File: src/rtl/act_streamer.sv
// act_streamer
//   Holds one n x n frame of N-bit pixels loaded by the host and streams it,
//   in raster order, to a pooled accelerator as a ce-qualified activation
//   stream. After the last pixel the block keeps ce high with zero data to
//   drain the accelerator pipeline until end_op arrives, or until FLUSH_MAX
//   flush cycles have elapsed (timeout).
//
// Ports
//   clk          rising-edge clock
//   global_rst   asynchronous active-high reset (buffer contents survive it)
//   wr_en        host write strobe; accepted only while idle and in range
//   wr_addr      raster index of the pixel being written
//   wr_data      pixel value being written
//   start        one-cycle frame request, honoured only in IDLE
//   hold         downstream stall: freezes the stream and all transitions
//   end_op       end-of-frame from the accelerator, honoured only in FLUSH
//   ce           registered clock enable to the accelerator
//   activation   registered pixel qualified by ce
//   busy         high whenever the FSM is not IDLE
//   done         one-cycle frame-complete pulse
//   timeout      sticky: the last frame ended on flush timeout
module act_streamer #(
  parameter int n         = 10,
  parameter int N         = 16,
  parameter int AW        = 7,
  parameter int FLUSH_MAX = 64
) (
  input  logic          clk,
  input  logic          global_rst,
  input  logic          wr_en,
  input  logic [AW-1:0] wr_addr,
  input  logic [N-1:0]  wr_data,
  input  logic          start,
  input  logic          hold,
  input  logic          end_op,
  output logic          ce,
  output logic [N-1:0]  activation,
  output logic          busy,
  output logic          done,
  output logic          timeout
);

  localparam int PIX = n * n;
  localparam int FW  = $clog2(FLUSH_MAX + 1);

  localparam logic [AW-1:0] LAST_PTR    = AW'(PIX - 1);
  localparam logic [AW:0]   PIX_COUNT   = (AW + 1)'(PIX);
  localparam logic [FW-1:0] FLUSH_LIMIT = FW'(FLUSH_MAX);

  typedef enum logic [1:0] {IDLE, STREAM, FLUSH, DONE} state_t;

  state_t         state_reg;
  logic [AW-1:0]  rd_ptr_reg;
  logic [FW-1:0]  flush_cnt_reg;
  logic           wr_ok;

  // Pixel buffer. Deliberately outside the reset domain so a frame aborted
  // by reset can be replayed from the same contents.
  logic [N-1:0] pix_mem [0:PIX-1];

  assign busy  = (state_reg != IDLE);
  // Widen the address by one bit so the range check never wraps.
  assign wr_ok = wr_en && !busy && ({1'b0, wr_addr} < PIX_COUNT);

  always_ff @(posedge clk) begin
    if (wr_ok) begin
      pix_mem[wr_addr] <= wr_data;
    end
  end

  always_ff @(posedge clk or posedge global_rst) begin
    if (global_rst) begin
      state_reg     <= IDLE;
      rd_ptr_reg    <= '0;
      flush_cnt_reg <= '0;
      ce            <= 1'b0;
      activation    <= '0;
      done          <= 1'b0;
      timeout       <= 1'b0;
    end else begin
      // ce and done are pulses; activation holds unless a ce cycle is issued.
      ce   <= 1'b0;
      done <= 1'b0;
      // A stall freezes everything, including leaving DONE or accepting start.
      if (!hold) begin
        case (state_reg)
          IDLE: begin
            if (start) begin
              state_reg     <= STREAM;
              rd_ptr_reg    <= '0;
              flush_cnt_reg <= '0;
              timeout       <= 1'b0;
            end
          end
          STREAM: begin
            ce         <= 1'b1;
            activation <= pix_mem[rd_ptr_reg];
            if (rd_ptr_reg == LAST_PTR) begin
              state_reg <= FLUSH;
            end else begin
              rd_ptr_reg <= rd_ptr_reg + 1'b1;
            end
          end
          FLUSH: begin
            // end_op takes priority over an expiring flush budget.
            if (end_op) begin
              state_reg <= DONE;
              done      <= 1'b1;
              timeout   <= 1'b0;
            end else if (flush_cnt_reg == FLUSH_LIMIT) begin
              state_reg <= DONE;
              done      <= 1'b1;
              timeout   <= 1'b1;
            end else begin
              ce            <= 1'b1;
              activation    <= '0;
              flush_cnt_reg <= flush_cnt_reg + 1'b1;
            end
          end
          DONE: begin
            state_reg <= IDLE;
          end
          default: begin
            state_reg <= IDLE;
          end
        endcase
      end
    end
  end

endmodule

File: config.mk
export PLATFORM = sky130hd
export DESIGN_NAME = act_streamer
export DESIGN_NICKNAME = d
export VERILOG_FILES = /design/src/rtl/act_streamer.sv
export SDC_FILE = /design/constraint.sdc
export NUM_CORES = 2
export LEC_CHECK = 0
export ABC_CLOCK_PERIOD_IN_PS = 4400
export CAP_MARGIN = 20
export CORE_ASPECT_RATIO = 1.4
export CORE_UTILIZATION = 46
export DETAILED_ROUTE_END_ITERATION = 7
export PLACE_DENSITY = 0.57
export SYNTH_ARGS = -nofsm -noshare
export SYNTH_HDL_FRONTEND = slang
export SYNTH_SLANG_ARGS = --single-unit
export TNS_END_PERCENT = 50
File: constraint.sdc
create_clock -name clk -period 4.4 [get_ports clk]
set_clock_uncertainty 0.2 [all_clocks]
set_input_delay 0.88 -clock clk [delete_from_list [all_inputs] [get_ports clk]]
set_output_delay 0.88 -clock clk [all_outputs]
set_load 0.05 [all_outputs]
# ---- Yosys cells after proc, flatten, opt, wreduce, memory -nomap -nowiden
# Memory sizes are Yosys's and may differ from the RTL's.
# Index checks and enable logic that the tools add are counted.
dict set report totals {
  ff_bits 35
  ramBits 1600
  inputBits 29
  output_inout_bits 20
  wordCells 64
  mem_count 1
}
dict set report op_classes {
  add_sub_neg 2
  n_lt_le_gt_ge 1
  n_eq_ne 11
  mux 28
  n_bitwise 1
  reduce_logical 13
}
# memory words width rd rd_ports_with_merged_regs write_ports line_no
set mem_list {}
lappend mem_list {pix_mem 100 16 1 0 1 59} ;# logic [N-1:0] pix_mem [0:PIX-1];
# cell count
set ops {}
lappend ops {{16-bit two-way mux} 2}
lappend ops {{16-bit case mux with 2 select lines} 1}
lappend ops {{7-bit two-way mux} 4}
lappend ops {{7-bit case mux with 2 select lines} 2}
lappend ops {{4-bit AND reduction} 4}
lappend ops {{7-bit by 1-bit adder with 7-bit output, second input constant} 2}
lappend ops {{7-bit == test, second input constant} 2}
lappend ops {{1-bit two-way mux} 12}
lappend ops {{2-bit inequality test, second input constant} 5}
lappend ops {{2-bit two-way mux} 4}
lappend ops {{2-bit case mux with 4 select lines} 1}
lappend ops {{2-bit nonzero test} 4}
lappend ops {{7-bit less-than comparator, second input constant} 1}
lappend ops {{5-bit AND reduction} 1}
lappend ops {{2-bit == test, second input constant} 2}
lappend ops {{1-bit case mux with 2 select lines} 2}
lappend ops {{3-bit inequality test, second input constant} 1}
lappend ops {{2-bit by 1-bit == test with 1-bit output, second input constant} 1}
lappend ops {{1-bit logical AND} 2}
lappend ops {{2-bit zero test} 1}
lappend ops {{1-bit zero test} 1}
lappend ops {{1-bit inverter} 1}

# ---- Longest topological paths before layout
dict set report logic_depth {
  word_depth 6
  depth_mapped 10
}

# ---- Least setup slack after synthesis
# No wires, ideal clock.
dict set report synth_path {
  path_type {in2reg}
  from {input port wr_addr[2]}
  to {memory pix_mem[31][0], enable pin}
  setup_time_ns 0.388
  t_arrival_ns 2.562
  path_slack_ns 1.250
  path_stages 6
  path_buffers 1
  path_cell_list {o311ai_0 -> nand3_1 -> nor2_1 -> nand3_1 -> clkbuf_1 -> nor2_1}
}
dict set report synth_between {
  elab_chain_len 4
}
# element line_no
set synth_lines {}
lappend synth_lines {{start, declared} 31} ;# input logic [AW-1:0] wr_addr,
lappend synth_lines {{7-bit less-than comparator} 63} ;# assign wr_ok = wr_en && !busy && ({1'b0, wr_addr} < PIX_COUNT);
lappend synth_lines {{1-bit logical AND} 63}
lappend synth_lines {{1-bit two-way mux} 66} ;# if (wr_ok) begin
lappend synth_lines {{1-bit two-way mux (not written as such)} 67} ;# pix_mem[wr_addr] <= wr_data;
lappend synth_lines {{end, declared} 59}
# Parallel ways exist; a longest one is shown, timed or not.

# ---- Worst setup path after layout
dict set report layout_path {
  from {register rd_ptr_reg[1]}
  to {register activation[0]}
}
dict set report layout_between {
  elab_chain_len 2
}
# element line_no
set layout_lines {}
lappend layout_lines {{start, declared} 53} ;# logic [AW-1:0] rd_ptr_reg;
lappend layout_lines {{start signal, assigned} 101} ;# rd_ptr_reg <= rd_ptr_reg + 1'b1;
lappend layout_lines {{memory 100 x 16 bit} n/a}
lappend layout_lines {{16-bit case mux with 2 select lines} 86} ;# case (state_reg)
lappend layout_lines {{end signal, assigned} 97} ;# activation <= pix_mem[rd_ptr_reg];
lappend layout_lines {{end, declared} 37} ;# output logic [N-1:0] activation,
# Every way passes these cells.
# A chain may end at the register's enable or synchronous reset.

==> metrics.yaml <==
critical_path:
  start_kind: "flop"
  path_max_fanout: 45
  crit_path_end_kind: "flop"
  crit_required_ns: 4.84
  worstSetupPathType: "flop to flop"
  rr_worst_depth: 7
  arrival_ns: 4.22
clock_network:
  clkSinkCount: 1635
  h-tree-depth: 4
  cts_root_buffer: "clkbuf_16"
  cts_setup_buffers: 0
  insertion_delay_ns: 0.79
  hold_buffers: 0
  cts.path.max_buffers: 3
  ctsResizeCount: 0
  path_clk_slew_ns: 0.06
  numCtsBuffers: 153
  cts_tree: "done"
route:
  num_vias: 32317
  viasPerCell: 6.22
  drc_errors: 0
  ant_nets: 0
  first_iter_violations: 3713
  wl_microns: 178000
  firstDrtPassIters: 6
  wl_per_cell_microns: 34.3
yosys:
  synthMuxAreaShare_pct: 14.3
  ys_types: 73
  avgSynthCellArea_sq_um: 20.9
  synth-compound-area-share_pct: 3.65
  synthAdderAreaFrac_pct: 0.118
  synthCells: 3030
  synth_edf_count: 1600
  syn_nets: 3065
  ys_seq_area_share_pct: 77.1
  yosysWarnings: 0
  synth-simple-area-share_pct: 3.07
  synth-xor-area-share_pct: 0.124
  synth_ff_type: "edfxtp_1"
  synth_top_family_by_area: "multiplexers"
  async_reset_ff_share_pct: 2.14
  synth_area_sq_um: 63400
  synth-seq-cells: 1635
placed_design:
  dp_cells: 4919
  place_congestion: 0.910
  dp_hpwl_microns: 115000
  placement.io_buffers: 48
pwr:
  total_power_mw: 39.9
  ir_drop_mv: 0.456
  p_leak_nw: 22.5
  power_density_nw_per_um2: 554
layout:
  final_layout_size_suffix_gt1_share_pct: 24.6
  nets: 3327
  fin_cells: 5196
  final_common_cell: "edfxtp_1"
  largest_register_ffs: 1600
  top_regs: "pix_mem (1600), activation (16)"
  largest-register: "pix_mem"
  final_cell_mix: "edfxtp_1, mux4_2, buf_4"
  area_growth_pct: 13.5
sta:
  post-route-min-period_ns: 3.78
  worstMarginPinSlew_ns: 1.14
  finalCritPeriodShare_pct: 85.9
  setup_violations: 0
  hold_viol: 0
  slew_violations: 0
  fin_tns_setup_ns: 0
  fmax_ghz: 0.265
  rsz0062_at_grt: "no"
  relSlewSlack_pct: 24.0
floorplan:
  core-area_sq_um: 136000
  initial_utilization_pct: 46.5
  dieHeight_microns: 441
  io_pins: 49
  die_x_microns: 316
  die_area_sq_um: 139000
  rows: 160
global_route:
  grt_pass1_vias: 32914
  grt_pass1_wl_microns: 249000
  grt_overflow: 0
  globalRouteTotalUtil_pct: 25.8
  antenna_found_initial: 7
  grt_max_degree: 101
outcome:
  status: "complete, no violations"
worst_hold_path:
  min_path_type: "flop to flop"
  hold_depth: 2
flow_run:
  maxCapViolCount: 0
cell type report:
cell class              count  area (sq um)
clock inverters            85           742
well taps                1782          2230
multi-input cells        1211         13500
inverters                  18          67.6
clock buffers             190          4080
diodes                      2          5.00
flip-flops and latches   1635         48900
fillers                 10491         64300
repair buffers            273          2420
layer usage:
layer / up-vias / routed length (microns) / global-route usage, %
li1: 13237 / - / -
met1: 17309 / 68000 / 33.2
met2: 1464 / 90400 / 43.7
met3: 301 / 11900 / 4.27
met4: 6 / 7640 / 10.5
met5: - / 34 / 0
Yosys cell counts (7+ instances only):
library cell,number,area (sq um)
edfxtp_1,1600,48000
a221oi_1,7,61.3
mux2i_1,138,1380
clkbuf_1,55,206
a21oi_1,39,195
nand2_1,92,345
o211ai_1,8,60.1
nand4_1,40,250
buf_1,8,30.0
nor3b_1,7,52.6
buf_4,38,285
a32oi_1,7,61.3
o221ai_1,32,280
o31ai_1,8,60.1
nor4_1,8,50.1
a211o_1,39,342
inv_1,17,63.8
nand3_1,35,175
and2_1,11,68.8
dfrtp_1,35,876
buf_6,19,214
buf_2,44,220
mux4_2,328,7390
a22o_1,23,201
mux2_2,27,304
a22oi_1,40,300
and3_1,8,50.1
nor2_1,142,533
nor3_1,8,40.0
o22ai_1,42,263
nor2b_1,15,93.8
worst max-delay path, stage by stage (launching register included):
cell and delay, ns:
dfrtp_4 0.93, buf_12 0.33, buf_4 0.60, mux4_2 0.43
and3_1 0.22, a211o_1 0.28, a2111oi_2 0.41, nand4_1 0.19
report_power, final:
| group | switching (mW) | total [mW] | leakage (nW) | internal, mW |
|---|---|---|---|---|
| clock network | 5.68 | 12.9 | 2.37 | 7.24 |
| logic | 5.50 | 9.31 | 5.32 | 3.81 |
| registers | 0.453 | 17.7 | 14.8 | 17.2 |
| total | 11.6 | 39.9 | 22.5 | 28.3 |
through the flow:
stage	setup slack, ns	cell area [sq um]	hold slack (ns)	util (%)
6_report	0.622	72000	0.340	52.8
5_1_grt	0.508	72000	0.378	52.8
2_1_floorplan	1.25	63400	0.279	-
3_5_place_dp	0.345	67200	0.317	49.3
4_1_cts	0.588	72000	0.330	52.8
3_3_place_gp	0.306	67200	0.311	49.3
final timing paths:
check / start / endpoint / slack [ns]
setup / recovery: rd_ptr_reg[1] / activation[0] / 0.62
hold / removal: flush_cnt_reg[0] / flush_cnt_reg[0] / 0.34
setup reg to reg: rd_ptr_reg[1] / activation[0] / 0.62
hold reg to reg: flush_cnt_reg[0] / flush_cnt_reg[0] / 0.34
max in group asynchronous: global_rst / rd_ptr_reg[2] / 2.84
min in group asynchronous: global_rst / rd_ptr_reg[0] / 0.52
cells by family after synthesis:
logic type / count (synthesis)
buf+inv: 184
xor+xnor: 9
fa+ha+maj: 6
simple gates: 401
compound gates: 302
mux: 493
flops: 1635
Power figures use the tool's default switching activity.
